### src/rtl/mem2_load_stage.sv
// mem2_load_stage
//
// Second memory pipeline stage. It sits directly after MEM and does three jobs:
//   - latches the instruction leaving MEM and presents it to the WB register;
//   - waits for the D-cache read response of an issued load, then aligns and
//     sign/zero-extends the word (LWL/LWR partial merges are optional);
//   - stalls the pipeline while a response is outstanding, and drains the
//     response of a flushed load so that it cannot be mistaken for a later one.
//
// Optional feature (compile-time macro):
//   MEM2_LWLR_EN - when defined, LWL/LWR merge the returned word with the old rt
//                  value. When undefined, types 6/7 behave like LW and rt is not
//                  stored.
//
// Ports:
//   clk, resetn        clock, asynchronous active-low reset
//   mem2_flush         kill the stage content (wins over mem2_wr)
//   mem2_wr            stage write enable from the hazard unit
//   mem_valid .. mem_rt_val   instruction fields leaving MEM
//   dcache_rvalid/rdata       D-cache read response (one pulse per issued load)
//   mem2_stall         stage cannot accept a new instruction
//   wb_valid, wb_pc, wb_dst, wb_reg_wr, wb_data   write-back view of the entry

module mem2_load_stage (
  input  logic        clk,
  input  logic        resetn,
  input  logic        mem2_flush,
  input  logic        mem2_wr,
  input  logic        mem_valid,
  input  logic [31:0] mem_pc,
  input  logic [2:0]  mem_ld_type,
  input  logic        mem_ld_issued,
  input  logic [1:0]  mem_addr_lo,
  input  logic [4:0]  mem_dst,
  input  logic        mem_reg_wr,
  input  logic [31:0] mem_result,
  input  logic [31:0] mem_rt_val,
  input  logic        dcache_rvalid,
  input  logic [31:0] dcache_rdata,
  output logic        mem2_stall,
  output logic        wb_valid,
  output logic [31:0] wb_pc,
  output logic [4:0]  wb_dst,
  output logic        wb_reg_wr,
  output logic [31:0] wb_data
);

  typedef enum logic [1:0] {StPass, StWait, StReady, StDrain} state_e;

  state_e      state_q;
  logic        valid_q;
  logic        reg_wr_q;
  logic [31:0] pc_q;
  logic [4:0]  dst_q;
  logic [2:0]  ld_type_q;
  logic [1:0]  addr_lo_q;
  logic [31:0] result_q;
  logic [31:0] buf_q;

`ifdef MEM2_LWLR_EN
  logic [31:0] rt_q;
`else
  logic        unused_rt;
  assign unused_rt = ^mem_rt_val;
`endif

  logic        waiting;
  logic        latch;
  logic        start_wait;
  logic [7:0]  ld_byte;
  logic [15:0] ld_half;
  logic [31:0] aligned;

  assign waiting    = (state_q == StWait);
  assign mem2_stall = (state_q == StDrain) || (waiting && !dcache_rvalid);
  assign latch      = mem2_wr && !mem2_flush && !mem2_stall;
  assign start_wait = mem_valid && mem_ld_issued && (mem_ld_type != 3'd0);

  // valid_q is always clear in StDrain, so masking with the stall also hides
  // the entry while a WAIT has not yet seen its response.
  assign wb_valid  = valid_q && !mem2_stall;
  assign wb_reg_wr = reg_wr_q && wb_valid;
  assign wb_pc     = pc_q;
  assign wb_dst    = dst_q;

  // Load alignment of the incoming response word.
  always_comb begin
    ld_byte = 8'h00;
    unique case (addr_lo_q)
      2'd0: ld_byte = dcache_rdata[7:0];
      2'd1: ld_byte = dcache_rdata[15:8];
      2'd2: ld_byte = dcache_rdata[23:16];
      2'd3: ld_byte = dcache_rdata[31:24];
      default: ld_byte = 8'h00;
    endcase
    // addr_lo[0] is ignored for halfwords; misalignment traps upstream.
    ld_half = addr_lo_q[1] ? dcache_rdata[31:16] : dcache_rdata[15:0];

    aligned = dcache_rdata;
    case (ld_type_q)
      3'd1: aligned = {{24{ld_byte[7]}}, ld_byte};
      3'd2: aligned = {24'h000000, ld_byte};
      3'd3: aligned = {{16{ld_half[15]}}, ld_half};
      3'd4: aligned = {16'h0000, ld_half};
`ifdef MEM2_LWLR_EN
      3'd6: begin
        unique case (addr_lo_q)
          2'd0: aligned = {dcache_rdata[7:0], rt_q[23:0]};
          2'd1: aligned = {dcache_rdata[15:0], rt_q[15:0]};
          2'd2: aligned = {dcache_rdata[23:0], rt_q[7:0]};
          2'd3: aligned = dcache_rdata;
          default: aligned = dcache_rdata;
        endcase
      end
      3'd7: begin
        unique case (addr_lo_q)
          2'd0: aligned = dcache_rdata;
          2'd1: aligned = {rt_q[31:24], dcache_rdata[31:8]};
          2'd2: aligned = {rt_q[31:16], dcache_rdata[31:16]};
          2'd3: aligned = {rt_q[31:8], dcache_rdata[31:24]};
          default: aligned = dcache_rdata;
        endcase
      end
`endif
      default: aligned = dcache_rdata;
    endcase
  end

  always_comb begin
    wb_data = result_q;
    case (state_q)
      StWait:  wb_data = aligned;
      StReady: wb_data = buf_q;
      default: wb_data = result_q;
    endcase
  end

  always_ff @(posedge clk or negedge resetn) begin
    if (!resetn) begin
      state_q   <= StPass;
      valid_q   <= 1'b0;
      reg_wr_q  <= 1'b0;
      pc_q      <= 32'h0;
      dst_q     <= 5'h0;
      ld_type_q <= 3'h0;
      addr_lo_q <= 2'h0;
      result_q  <= 32'h0;
      buf_q     <= 32'h0;
`ifdef MEM2_LWLR_EN
      rt_q      <= 32'h0;
`endif
    end else begin
      if (mem2_flush) begin
        valid_q <= 1'b0;
        // A response still owed to a killed load must be swallowed in DRAIN.
        if ((waiting || state_q == StDrain) && !dcache_rvalid) begin
          state_q <= StDrain;
        end else begin
          state_q <= StPass;
        end
      end else if (latch) begin
        valid_q   <= mem_valid;
        reg_wr_q  <= mem_reg_wr;
        pc_q      <= mem_pc;
        dst_q     <= mem_dst;
        ld_type_q <= mem_ld_type;
        addr_lo_q <= mem_addr_lo;
        result_q  <= mem_result;
`ifdef MEM2_LWLR_EN
        rt_q      <= mem_rt_val;
`endif
        state_q   <= start_wait ? StWait : StPass;
      end else begin
        case (state_q)
          StWait:  if (dcache_rvalid) state_q <= StReady;
          StDrain: if (dcache_rvalid) state_q <= StPass;
          default: ;
        endcase
      end

      if (waiting && dcache_rvalid) begin
        buf_q <= aligned;
      end
    end
  end

endmodule

### config.mk
export PLATFORM = sky130hd
export DESIGN_NAME = mem2_load_stage
export DESIGN_NICKNAME = d
export VERILOG_FILES = /design/src/rtl/mem2_load_stage.sv
export SDC_FILE = /design/constraint.sdc
export NUM_CORES = 1
export LEC_CHECK = 0
export CORE_MARGIN = 2
export CORE_UTILIZATION = 40
export CTS_CLUSTER_DIAMETER = 100
export CTS_CLUSTER_SIZE = 24
export DETAILED_ROUTE_END_ITERATION = 7
export HOLD_SLACK_MARGIN = 0.06
export PLACE_DENSITY = 0.78
export SLEW_MARGIN = 0
export SYNTH_ARGS = -nofsm -noshare
export SYNTH_HDL_FRONTEND = slang
export SYNTH_SLANG_ARGS = --single-unit
### constraint.sdc
create_clock -name clk -period 2.8 [get_ports clk]
set_input_delay 0.7 -clock clk [delete_from_list [all_inputs] [get_ports clk]]
set_output_delay 0.7 -clock clk [all_outputs]
set_load 0.005 [all_outputs]
==> metrics.md <==
| Metric | Value |
|---|---|
| Failing checks | negative setup slack |
| Skew final | 0.008746 ns |
| Critical Path RT | 2.10 ns |
| R2r startpoint | state_q[0] |
| Core Box Area | ~13000 sq um |
| Final nets | ~860 |
| Clock Power Share | 0.173 |
| CP Launch Type | input pin |
| Status | complete, but fails checks |
| Post-synthesis cell area | about 5400 sq um |
| Final slew viol count | 0 |
| Initial antenna violation count | 5 |
| Seq/Total Area, Yosys | 0.5086 |
| Max VDD drop | between 0.0003 and 0.0004 V |
| Final Hold Fails | 0 |
| Power share of the combinational group | 0.494 |
| Root buffer cell | clkbuf_16 |
| Drt pass-1 iters | 5 |
| Number of routed nets with antenna violations | 0 |
| F_max | 0.3392 GHz |
| Clk Latency, worst-skew pair | roughly 0.36 ns |
| Worst-margin pin slew | 0.5867 ns |
| Die Y | 120.3 microns |
| Effective utilization at floorplan | 0.4087 |
| Largest net degree at the start of global routing | 111 |
| Worst hold path type | input pin to async pin |
| Final worst slack | -0.1481 ns |
| Mapped Cells | 460 |
| Layout cell share with drive strength beyond 1 | 0.3731 |
| DR WL/cell | 19.65 microns |
| Library cells used by synthesis | 43 |
| Initial DRC Count | 332 |
| Register bit count reported by yosys | 110 |
| Routability congestion estimate | 0.8667 |
| Worst Path Max Fanout | 3 |
| Post-Route WL | 17500 microns |
| Longest Clk Path Bufs | 2 |
| Max-Cap Viols | 0 |
| Async SR Flop Fraction | 1.000 |
| Reg2reg setup slack | 0.61 ns |
| Yosys warns | 0 |
| Min cycle time layout | a little under 3 ns |
| Power Density | approximately 850 nW/um^2 |
| Vias in the first global route | about 5300 |
| Slew headroom | 0.6089 |
| Total gr overflow | 0 |
| Total track usage | 0.2380 |
| Pre-CTS WS | -1.033 ns |
| H-tree lvl count | 3 |
| Leak pwr | about 3.7 nW |
| Main synth FF type | dfrtp_1 |
| Int Pwr | 4.725 mW |
| Critical path arrival | 2.25 ns |
| Switch share | 0.3575 |
| CTS tree | done |
| Die Area | 14480 sq um |
| DP Wirelength | ~12000 microns |
| Commonest non-fill, non-tap cell in the layout | clkdlybuf4s50_1 |
| Die Wd | 120.3 microns |
| NetSw | 2.630 mW |
| WS Path Type | input pin to primary output |
| EDFF count, synth | 0 |
| Reg power frac | 0.333 |
| Clk sinks | 110 |
| Post-Syn Area per Cell | 11.77 sq um |
| I/O Pins | between 200 and 250 |
| Synthesized net count | 610 |
| Final core occ | 0.6502 |
| Vias | between 4000 and 5000 |
| Reg clk slew, reported paths | 0.08 ns |
| DR vias/cell | between 5 and 6 |
| I/O Buffers | 185 |
| R2R cell count | 8 |
| Cts bufs inserted | 9 |
| Row count | 42 |
| Worst Setup End Kind | primary output |
| Layout area overhead | 59.08% |
| R2r endpoint | result_q[28] |
| Most frequent cells in the layout | 118 x clkdlybuf4s50_1, 109 x dfrtp_1, 70 x buf_4 |
| RSZ-0062 raised after global routing | true |
| # DRC | 0 |
| Final setup violation count | 26 |
| Final worst-path cycle share | 1.053 |
| Global-route wire length before repair | about 27000 microns |
synth_stat cells, types with 4 or more instances:
cell | number | area [sq um]
dfrtp_1 | 110 | 2753
ha_1 | 4 | 50.05
nor2b_1 | 10 | 62.56
mux2_2 | 68 | 765.7
a21oi_1 | 25 | 125.1
inv_1 | 5 | 18.77
mux4_2 | 8 | 180.2
a22oi_1 | 31 | 232.7
a221oi_2 | 10 | 150.1
mux2_1 | 9 | 101.4
nand2_1 | 39 | 146.4
a221oi_1 | 4 | 35.03
nand2b_1 | 4 | 25.02
o21ai_0 | 24 | 120.1
buf_2 | 9 | 45.04
clkbuf_1 | 17 | 63.81
o21ai_1 | 41 | 205.2
nor2_1 | 6 | 22.52
buf_4 | 9 | 67.56
registers in the layout, summed over array words and instances, names as in the netlist:
signal     count
buf_q         32
result_q      32
wb_pc         32
wb_dst         5
ld_type_q      3
addr_lo_q      2
state_q        2
reg_wr_q       1
valid_q        1
cells by family (layout without fill, tap and decap cells):
family	after synthesis	count (layout)	synth area share
AO/OA/AOI/OAI	148	148	0.1835
flip-flops	110	110	0.5086
multiplexers	86	86	0.1953
AND/OR/NAND/NOR	70	70	0.06403
buffers and inverters	40	293	0.03606
adder cells (fa/ha/maj)	4	4	0.009247
XOR/XNOR	2	2	0.003237
other	0	2	0
through the flow:
| stage | power, mW | setup TNS (ns) | cell area, sq um | hold slack [ns] | instances |
|---|---|---|---|---|---|
| CTS | 7.093 | -2.242 | 8394 | 0.4422 | 877 |
| global route | 7.774 | -4.318 | 8608 | 0.4493 | 890 |
| global placement | 5.449 | -24.97 | 7807 | 0.4635 | 840 |
| finish | 7.355 | -1.819 | 8611 | 0.4210 | 891 |
| detailed placement | 5.583 | -26.31 | 7807 | 0.4716 | 840 |
| floorplan | 3.943 | 0 | 5413 | 0.4044 | 460 |
worst max-delay path by stage:
stage / from / endpoint / slack [ns] / cells after the start
5_1_grt: addr_lo_q[1] / wb_data[15] / -0.24 / 5
6_report: dcache_rdata[31] / wb_data[15] / -0.15 / 6
3_3_place_gp: dcache_rdata[7] / wb_data[19] / -0.97 / 7
3_5_place_dp: dcache_rdata[7] / wb_data[16] / -1.03 / 7
4_1_cts: addr_lo_q[1] / wb_data[15] / -0.14 / 5
2_1_floorplan: dcache_rdata[31] / wb_data[15] / 0.17 / 4
area by class of cell:
type | count | area [sq um]
inverters | 5 | 18.77
well taps | 176 | 220.2
diodes | 2 | 5.005
clock buffers | 9 | 225.2
clock inverters | 7 | 68.82
flip-flops and latches | 110 | 2754
fillers | 1032 | 4632
repair buffers | 272 | 2485
multi-input cells | 310 | 2834
per-layer routing:
layer	GRT usage	wire (microns)
met5	0	38
met4	0.1148	727
met3	0.06226	1321
met1	0.2836	6777
met2	0.4009	8639
repair_timing:
item | in CTS | in global routing
gates resized for setup | 191 | 50
buffers inserted | 23 | 12
pin swaps | 16 | 14
endpoints found under the setup margin | 33 | 34
endpoints found under the hold margin | 0 | 0
cloned | 1 | 0
hold buffers | 0 | 0
power groups by stage:
stage	clock, mW	combinational [mW]	sequential, mW
2_1_floorplan	0	1.56	2.38
3_3_place_gp	0	3.03	2.42
3_5_place_dp	0	3.12	2.47
4_1_cts	1.30	3.35	2.44
5_1_grt	1.37	3.89	2.52
6_report	1.27	3.63	2.45
critical path, cell delays in order:
cell and delay [ns]:
buf_2 0.11, mux4_2 0.53, nor3b_4 0.20, a211o_1 0.25
a221o_1 0.32, buf_2 0.14
(Power assumes the default switching activity.)
